File: config.mk
export PLATFORM = sky130hd
export DESIGN_NAME = key_debounce_reader_flat
export DESIGN_NICKNAME = d
export VERILOG_FILES = /design/src/rtl/key_debounce_reader_pkg.sv /design/src/rtl/key_debounce_reader_if.sv /design/src/rtl/key_debounce_reader_sync2.sv /design/src/rtl/key_debounce_reader.sv /design/src/flat_wrapper.sv
export SDC_FILE = /design/constraint.sdc
export NUM_CORES = 1
export LEC_CHECK = 0
export CORE_MARGIN = 3
export CORE_UTILIZATION = 58
export CTS_CLUSTER_DIAMETER = 60
export CTS_CLUSTER_SIZE = 28
export DETAILED_ROUTE_END_ITERATION = 12
export GPL_TIMING_DRIVEN = 0
export HOLD_SLACK_MARGIN = 0.02
export MAX_ROUTING_LAYER = met4
export PLACE_DENSITY = 0.85
export SYNTH_ARGS = -nofsm -noshare
export SYNTH_HDL_FRONTEND = slang
export SYNTH_SLANG_ARGS = --single-unit
File: constraint.sdc
create_clock -name CLOCK_50 -period 2.1 [get_ports CLOCK_50]
set_clock_uncertainty 0.05 [all_clocks]
set_input_delay 0.42 -clock CLOCK_50 [delete_from_list [all_inputs] [get_ports CLOCK_50]]
set_output_delay 0.42 -clock CLOCK_50 [all_outputs]
set_load 0.02 [all_outputs]
File: src/rtl/key_debounce_reader_pkg.sv
// key_debounce_reader_pkg: shared FSM state encoding and board-level default timing for the key reader
package key_debounce_reader_pkg;
  typedef enum logic [1:0] {
    KST_RELEASED   = 2'd0,
    KST_PRESS_DB   = 2'd1,
    KST_PRESSED    = 2'd2,
    KST_RELEASE_DB = 2'd3
  } key_state_e;
  localparam int DEBOUNCE_50MHZ = 1000000;
endpackage

File: src/rtl/key_debounce_reader_if.sv
// key_debounce_reader_if: raw KEY pin in, debounced level/pulse and LEDG press counter out
interface key_debounce_reader_if;
  logic       KEY;
  logic       KEY_LEVEL;
  logic       KEY_PRESS;
  logic [1:0] LEDG;
  modport master (output KEY, input KEY_LEVEL, input KEY_PRESS, input LEDG);
  modport slave  (input KEY, output KEY_LEVEL, output KEY_PRESS, output LEDG);
endinterface

File: src/rtl/key_debounce_reader_sync2.sv
// key_sync2: two-flop synchroniser resetting to 1 (idle level of active-low board inputs)
module key_sync2 (
  input  logic clk,
  input  logic rst,
  input  logic d,
  output logic q
);
  logic meta;
  // shift the asynchronous input through two flops
  always_ff @(posedge clk or posedge rst)
    if (rst) {q, meta} <= 2'b11;
    else     {q, meta} <= {meta, d};
endmodule

File: src/rtl/key_debounce_reader.sv
// key_debounce_reader: debounced DE2 KEY reader with press pulse, level and 2-bit press counter; KEY_AUTOREPEAT_EN adds hold auto-repeat
module key_debounce_reader
  import key_debounce_reader_pkg::*;
#(
  parameter int DEBOUNCE_CYCLES = DEBOUNCE_50MHZ,
  parameter int REPEAT_DELAY    = 25000000,
  parameter int REPEAT_PERIOD   = 5000000
) (
  input logic                   CLOCK_50,
  input logic                   RESET,
  key_debounce_reader_if.slave  kif
);
  localparam int CW = $clog2(DEBOUNCE_CYCLES);
  localparam logic [CW-1:0] CMAX = CW'(DEBOUNCE_CYCLES - 1);
  if (DEBOUNCE_CYCLES < 2) begin : g_bad_db
    $error("DEBOUNCE_CYCLES must be >= 2");
  end
  if (REPEAT_DELAY < 1 || REPEAT_PERIOD < 1) begin : g_bad_rep
    $error("REPEAT_DELAY and REPEAT_PERIOD must be >= 1");
  end
  key_state_e    state;
  logic [CW-1:0] cnt;
  logic          key_s;
  logic          acc;
`ifdef KEY_AUTOREPEAT_EN
  localparam int HW = $clog2((REPEAT_DELAY > REPEAT_PERIOD ? REPEAT_DELAY : REPEAT_PERIOD) + 1);
  localparam logic [HW-1:0] DMAX = HW'(REPEAT_DELAY - 1);
  localparam logic [HW-1:0] PMAX = HW'(REPEAT_PERIOD - 1);
  logic [HW-1:0] hc;
  logic          rep_armed;
  logic          rep_hit;
  always_comb rep_hit = rep_armed ? hc == PMAX : hc == DMAX;
`endif
  key_sync2 u_sync (.clk(CLOCK_50), .rst(RESET), .d(kif.KEY), .q(key_s));
  // debounce FSM; acceptance is flagged in acc and published one edge later as pulse and count
  always_ff @(posedge CLOCK_50 or posedge RESET)
    if (RESET) begin
      state         <= KST_RELEASED;
      cnt           <= '0;
      acc           <= 1'b0;
      kif.KEY_PRESS <= 1'b0;
      kif.KEY_LEVEL <= 1'b0;
      kif.LEDG      <= 2'b00;
`ifdef KEY_AUTOREPEAT_EN
      hc            <= '0;
      rep_armed     <= 1'b0;
`endif
    end else begin
      acc           <= 1'b0;
      kif.KEY_PRESS <= acc;
      kif.LEDG      <= kif.LEDG + {1'b0, acc};
      kif.KEY_LEVEL <= state == KST_PRESSED || state == KST_RELEASE_DB;
      case (state)
        KST_RELEASED:
          if (!key_s) begin
            state <= KST_PRESS_DB;
            cnt   <= '0;
          end
        KST_PRESS_DB:
          if (key_s) begin
            state <= KST_RELEASED;
            cnt   <= '0;
          end else if (cnt == CMAX) begin
            state     <= KST_PRESSED;
            cnt       <= '0;
            acc       <= 1'b1;
`ifdef KEY_AUTOREPEAT_EN
            hc        <= '0;
            rep_armed <= 1'b0;
`endif
          end else cnt <= cnt + 1'b1;
        KST_PRESSED:
          if (key_s) begin
            state <= KST_RELEASE_DB;
            cnt   <= '0;
          end
`ifdef KEY_AUTOREPEAT_EN
          else if (rep_hit) begin
            acc       <= 1'b1;
            hc        <= '0;
            rep_armed <= 1'b1;
          end else hc <= hc + 1'b1;
`endif
        KST_RELEASE_DB:
          if (!key_s) begin
            state     <= KST_PRESSED;
            cnt       <= '0;
`ifdef KEY_AUTOREPEAT_EN
            hc        <= '0;
            rep_armed <= 1'b0;
`endif
          end else if (cnt == CMAX) begin
            state <= KST_RELEASED;
            cnt   <= '0;
          end else cnt <= cnt + 1'b1;
        default: state <= KST_RELEASED;
      endcase
    end
endmodule

File: src/flat_wrapper.sv
// flat-port wrapper written by rule: the top's interface ports become plain ports
module key_debounce_reader_flat import key_debounce_reader_pkg::*;
#(
  parameter int DEBOUNCE_CYCLES = DEBOUNCE_50MHZ,
  parameter int REPEAT_DELAY    = 25000000,
  parameter int REPEAT_PERIOD   = 5000000
)
  (CLOCK_50, RESET, kif_KEY, kif_KEY_LEVEL, kif_KEY_PRESS, kif_LEDG);
  key_debounce_reader_if kif_i ();
  input logic CLOCK_50;
  input logic RESET;
  input wire logic [$bits(kif_i.KEY)-1:0] kif_KEY;
  output wire logic [$bits(kif_i.KEY_LEVEL)-1:0] kif_KEY_LEVEL;
  output wire logic [$bits(kif_i.KEY_PRESS)-1:0] kif_KEY_PRESS;
  output wire logic [$bits(kif_i.LEDG)-1:0] kif_LEDG;
  assign kif_i.KEY = kif_KEY;
  assign kif_KEY_LEVEL = kif_i.KEY_LEVEL;
  assign kif_KEY_PRESS = kif_i.KEY_PRESS;
  assign kif_LEDG = kif_i.LEDG;
  key_debounce_reader #(.DEBOUNCE_CYCLES(DEBOUNCE_CYCLES), .REPEAT_DELAY(REPEAT_DELAY), .REPEAT_PERIOD(REPEAT_PERIOD)) u_core (.CLOCK_50(CLOCK_50), .RESET(RESET), .kif(kif_i));
endmodule
==> results.md <==
* Crit path cell chain: or4bb_4, nor4_4, a21oi_4, buf_6, a21oi_2, mux2i_1
* End of the worst register-to-register path: u_core.cnt[17]
* Top_reg_cell synth: dfrtp_1
* Netlist cell types at 36
* Top post-synthesis cells by area: dfrtp_1 46%, nor4_4 5.8%, nand2_1 4.9%, a31oi_1 3.8%, nand3_1 3.8%
* Clock tree from TritonCTS: done
* PD cells at 557.2 nW/um2
* Flop-to-flop setup slack at -0.05 ns
* Clock Tree Root: clkbuf_4
* Fin. max-slew vios at 0
* Worst EP required at approximately 2.3 ns
* Via/cell ratio at 6.485
* Maximum vdd drop at 0.5521 mV
* Post-route setup slack at -0.04850 ns
* Post-Syn Instances at 141
* Die Span X at 56.22 um
* Fraction of registers with async set/reset at 1.000
* Final instance area at 1778 um2
* Final setup viols at 8
* Number of synthesized register bits at 29
* Die Y at around 56 um
* Leak at ~0.77 nW
* Initial Utilization at 0.6367
* # DRC at 0
* GP Congestion at roughly 0.9
* Max-cap viol count at 0
* Number of synthesized flops with an enable pin at 0
* Initial antenna violation count at 0
* Post-detail-place hpwl at approximately 2.2 mm
* Full die area at between 3000 and 4000 um2
* R2R depth at 6
* Fmax at ~0.47 GHz
* Commonest non-fill, non-tap cell in the layout: dfrtp_1
* Synth Cell Area at between 1000 and 1500 um2
* Slew margin rel. at 0.2985
* Place WS at roughly 0.054 ns
* ANT cells at 0
* FF+latch area at around 730 um2
* Reg clk slew, reported paths at 0.09 ns
* FF-to-FF Start: u_core.cnt[10]
* Total Wirelength at around 3.7 mm
* Status: finished, violations left
* Slowest stage delay, CP at ~0.56 ns
* Remaining antenna violation count after routing at 0
* Tcrit/Tclk final at 1.023
* WHS Endpoint: u_core.u_sync.q
* First-pass GRT wire length at around 5.5 mm
* Gr ovfl total at 0
* Placed standard-cell area at about 1600 um2
* Port bufs at 6
* Setup CP Type: reg2reg
* Utilization after layout at 0.7740
* Post-synthesis sequential area ratio at 0.4979
* Most frequent cells in the layout: 26 x dfrtp_1, 19 x nand2_1, 11 x nand3_1
* RSZ-0062 raised after global routing: true
* Layout fillers at between 100 and 150
* H-tree depth at 2
* Least-Margin Pin Slew at between 1 and 1.5 ns
* Element type at the critical path start: flop
* Vias in the first global route at 1167
* CTS buffer count at 5
* Warnings from Yosys at 0
* Critical path arrival at roughly 2.3 ns
* Multi-input gate area at around 760 um2
* Hold slack at 0.3102 ns
* Overall routing resource usage at 0.2314
* Core region area at about 2300 um2
* Crit path max fanout at 5
* Share of layout cells above drive strength 1 at 0.2530
* Post-synth top area share at 0.4619
* Drt pass-1 iters at 4
* Worst Hold Launch: u_core.u_sync.meta
* Top Ports at 7
* HP Class: reg2reg
* Wire length per cell at ~19 um
* Crit path max-delay cell type: or4bb_4
* Post-layout nets at 170
* Syn-to-layout area delta at 21.56%
* Failing checks: setup timing
* Initial DRC count at 92
* Hold depth at 0
* Min Clock Period, post-route at between 2 and 2.5 ns
* DR vias at 1258
* Net count after synthesis at about 150
* Syn avg cell area at ~10 um2
* CTS max path bufs at 2
* CTS sink count at 29
* Clock latency on the worst-skew pair at approximately 0.33 ns
* Synth area leader: dfrtp_1
* Final hold violation count at 0
* Largest net degree at the start of global routing at 30
* CP endpoint kind: flop
* FP Rows at 17
==> critical path: cells and delay by family (launching register included) <==
family	cells	cell delay, ns
AOI/OAI and AO/OA	2	0.26
buffers and inverters	1	0.17
DFF	1	0.41
and+or+nand+nor	2	1.00
muxes	1	0.12
==> per-layer routing <==
| layer | global-route usage | up-vias | part of all wire |
|---|---|---|---|
| met5 | - | - | 0 |
| met1 | 0.2781 | 626 | 0.40 |
| met2 | 0.3523 | 51 | 0.51 |
| li1 | - | 567 | - |
| met3 | 0.07425 | 14 | 0.057 |
| met4 | 0.1085 | 0 | 0.028 |
==> logic make-up after synthesis <==
family                     Yosys count  synth area share
muxes                                2           0.01369
xor gates and xnor gates             5           0.02995
adders and majority gates            2           0.01711
buffers and inverters                9           0.03336
and+or+nand+nor                     58            0.2515
DFF                                 29            0.4979
AOI/OAI and AO/OA                   36            0.1565
==> metrics by stage <==
stage | instances | TNS, ns | total power, mW
2_1_floorplan | 141 | 0 | 0.6390
3_3_place_gp | 175 | 0 | 0.6565
3_5_place_dp | 175 | 0 | 0.6612
4_1_cts | 183 | 0 | 0.9765
5_1_grt | 194 | -1.849 | 1.035
6_report | 194 | -0.1939 | 0.9906
==> power by group <==
part	leakage [nW]	internal, mW	switching (mW)	total (mW)
Combinational	0.355	0.0345	0.0511	0.0856
Sequential	0.393	0.571	0.0142	0.586
Clock	0.0265	0.133	0.186	0.319
Total	0.774	0.739	0.252	0.991
==> how the worst max path moves through the flow <==
stage,start,to,slack [ns],cells past startpoint
global placement,u_core.cnt[7],u_core.cnt[3],0.07,5
floorplan,u_core.cnt[11],u_core.cnt[7],0.22,6
CTS,u_core.cnt[7],u_core.cnt[2],0.03,6
detailed placement,u_core.cnt[7],u_core.cnt[3],0.05,5
finish,u_core.cnt[10],u_core.cnt[17],-0.05,6
global route,u_core.cnt[10],u_core.cnt[17],-0.17,6
==> layout make-up <==
| type | count | area share |
|---|---|---|
| Buffer | 6 | 0.02111 |
| Clock buffer | 8 | 0.02745 |
| Inverter | 3 | 0.006334 |
| Multi-Input combinational cell | 103 | 0.4286 |
| Sequential cell | 29 | 0.4103 |
| Tap cell | 28 | 0.01970 |
| Timing Repair Buffer | 17 | 0.08656 |
==> repair_timing <==
| action | in CTS | in global routing |
|---|---|---|
| setup endpoints to repair | 0 | 12 |
| gates resized for setup | 0 | 21 |
| setup buffers | 0 | 10 |
| hold buffers | 0 | 0 |
==> synthesized netlist by cell type (2+ instances only) <==
cell	number
nand4_1	2
nand3_1	11
a22o_1	3
a21oi_2	2
nor2_1	3
ha_1	2
nand2b_1	2
xnor2_1	2
dfstp_2	2
dfrtp_1	27
inv_1	3
o31ai_1	2
buf_6	2
clkbuf_1	4
a21oi_1	6
a41oi_1	2
and4_1	2
nor4_4	4
xor2_1	3
mux2i_1	2
o21ai_0	3
and3_1	3
nor2b_1	2
nor3_1	2
or3_1	2
o21ai_1	7
a31oi_1	9
nand2_1	19
==> registers in the layout (all words and copies together) (netlist names), named ones only <==
signal and count:
u_core.kif.LEDG 2, u_core.kif.KEY_LEVEL 1, u_core.u_sync.q 1, u_core.kif.KEY_PRESS 1, u_core.cnt 20, u_core.state 1
u_core.u_sync.meta 1, u_core.acc 1
(Power assumes the default switching activity.)
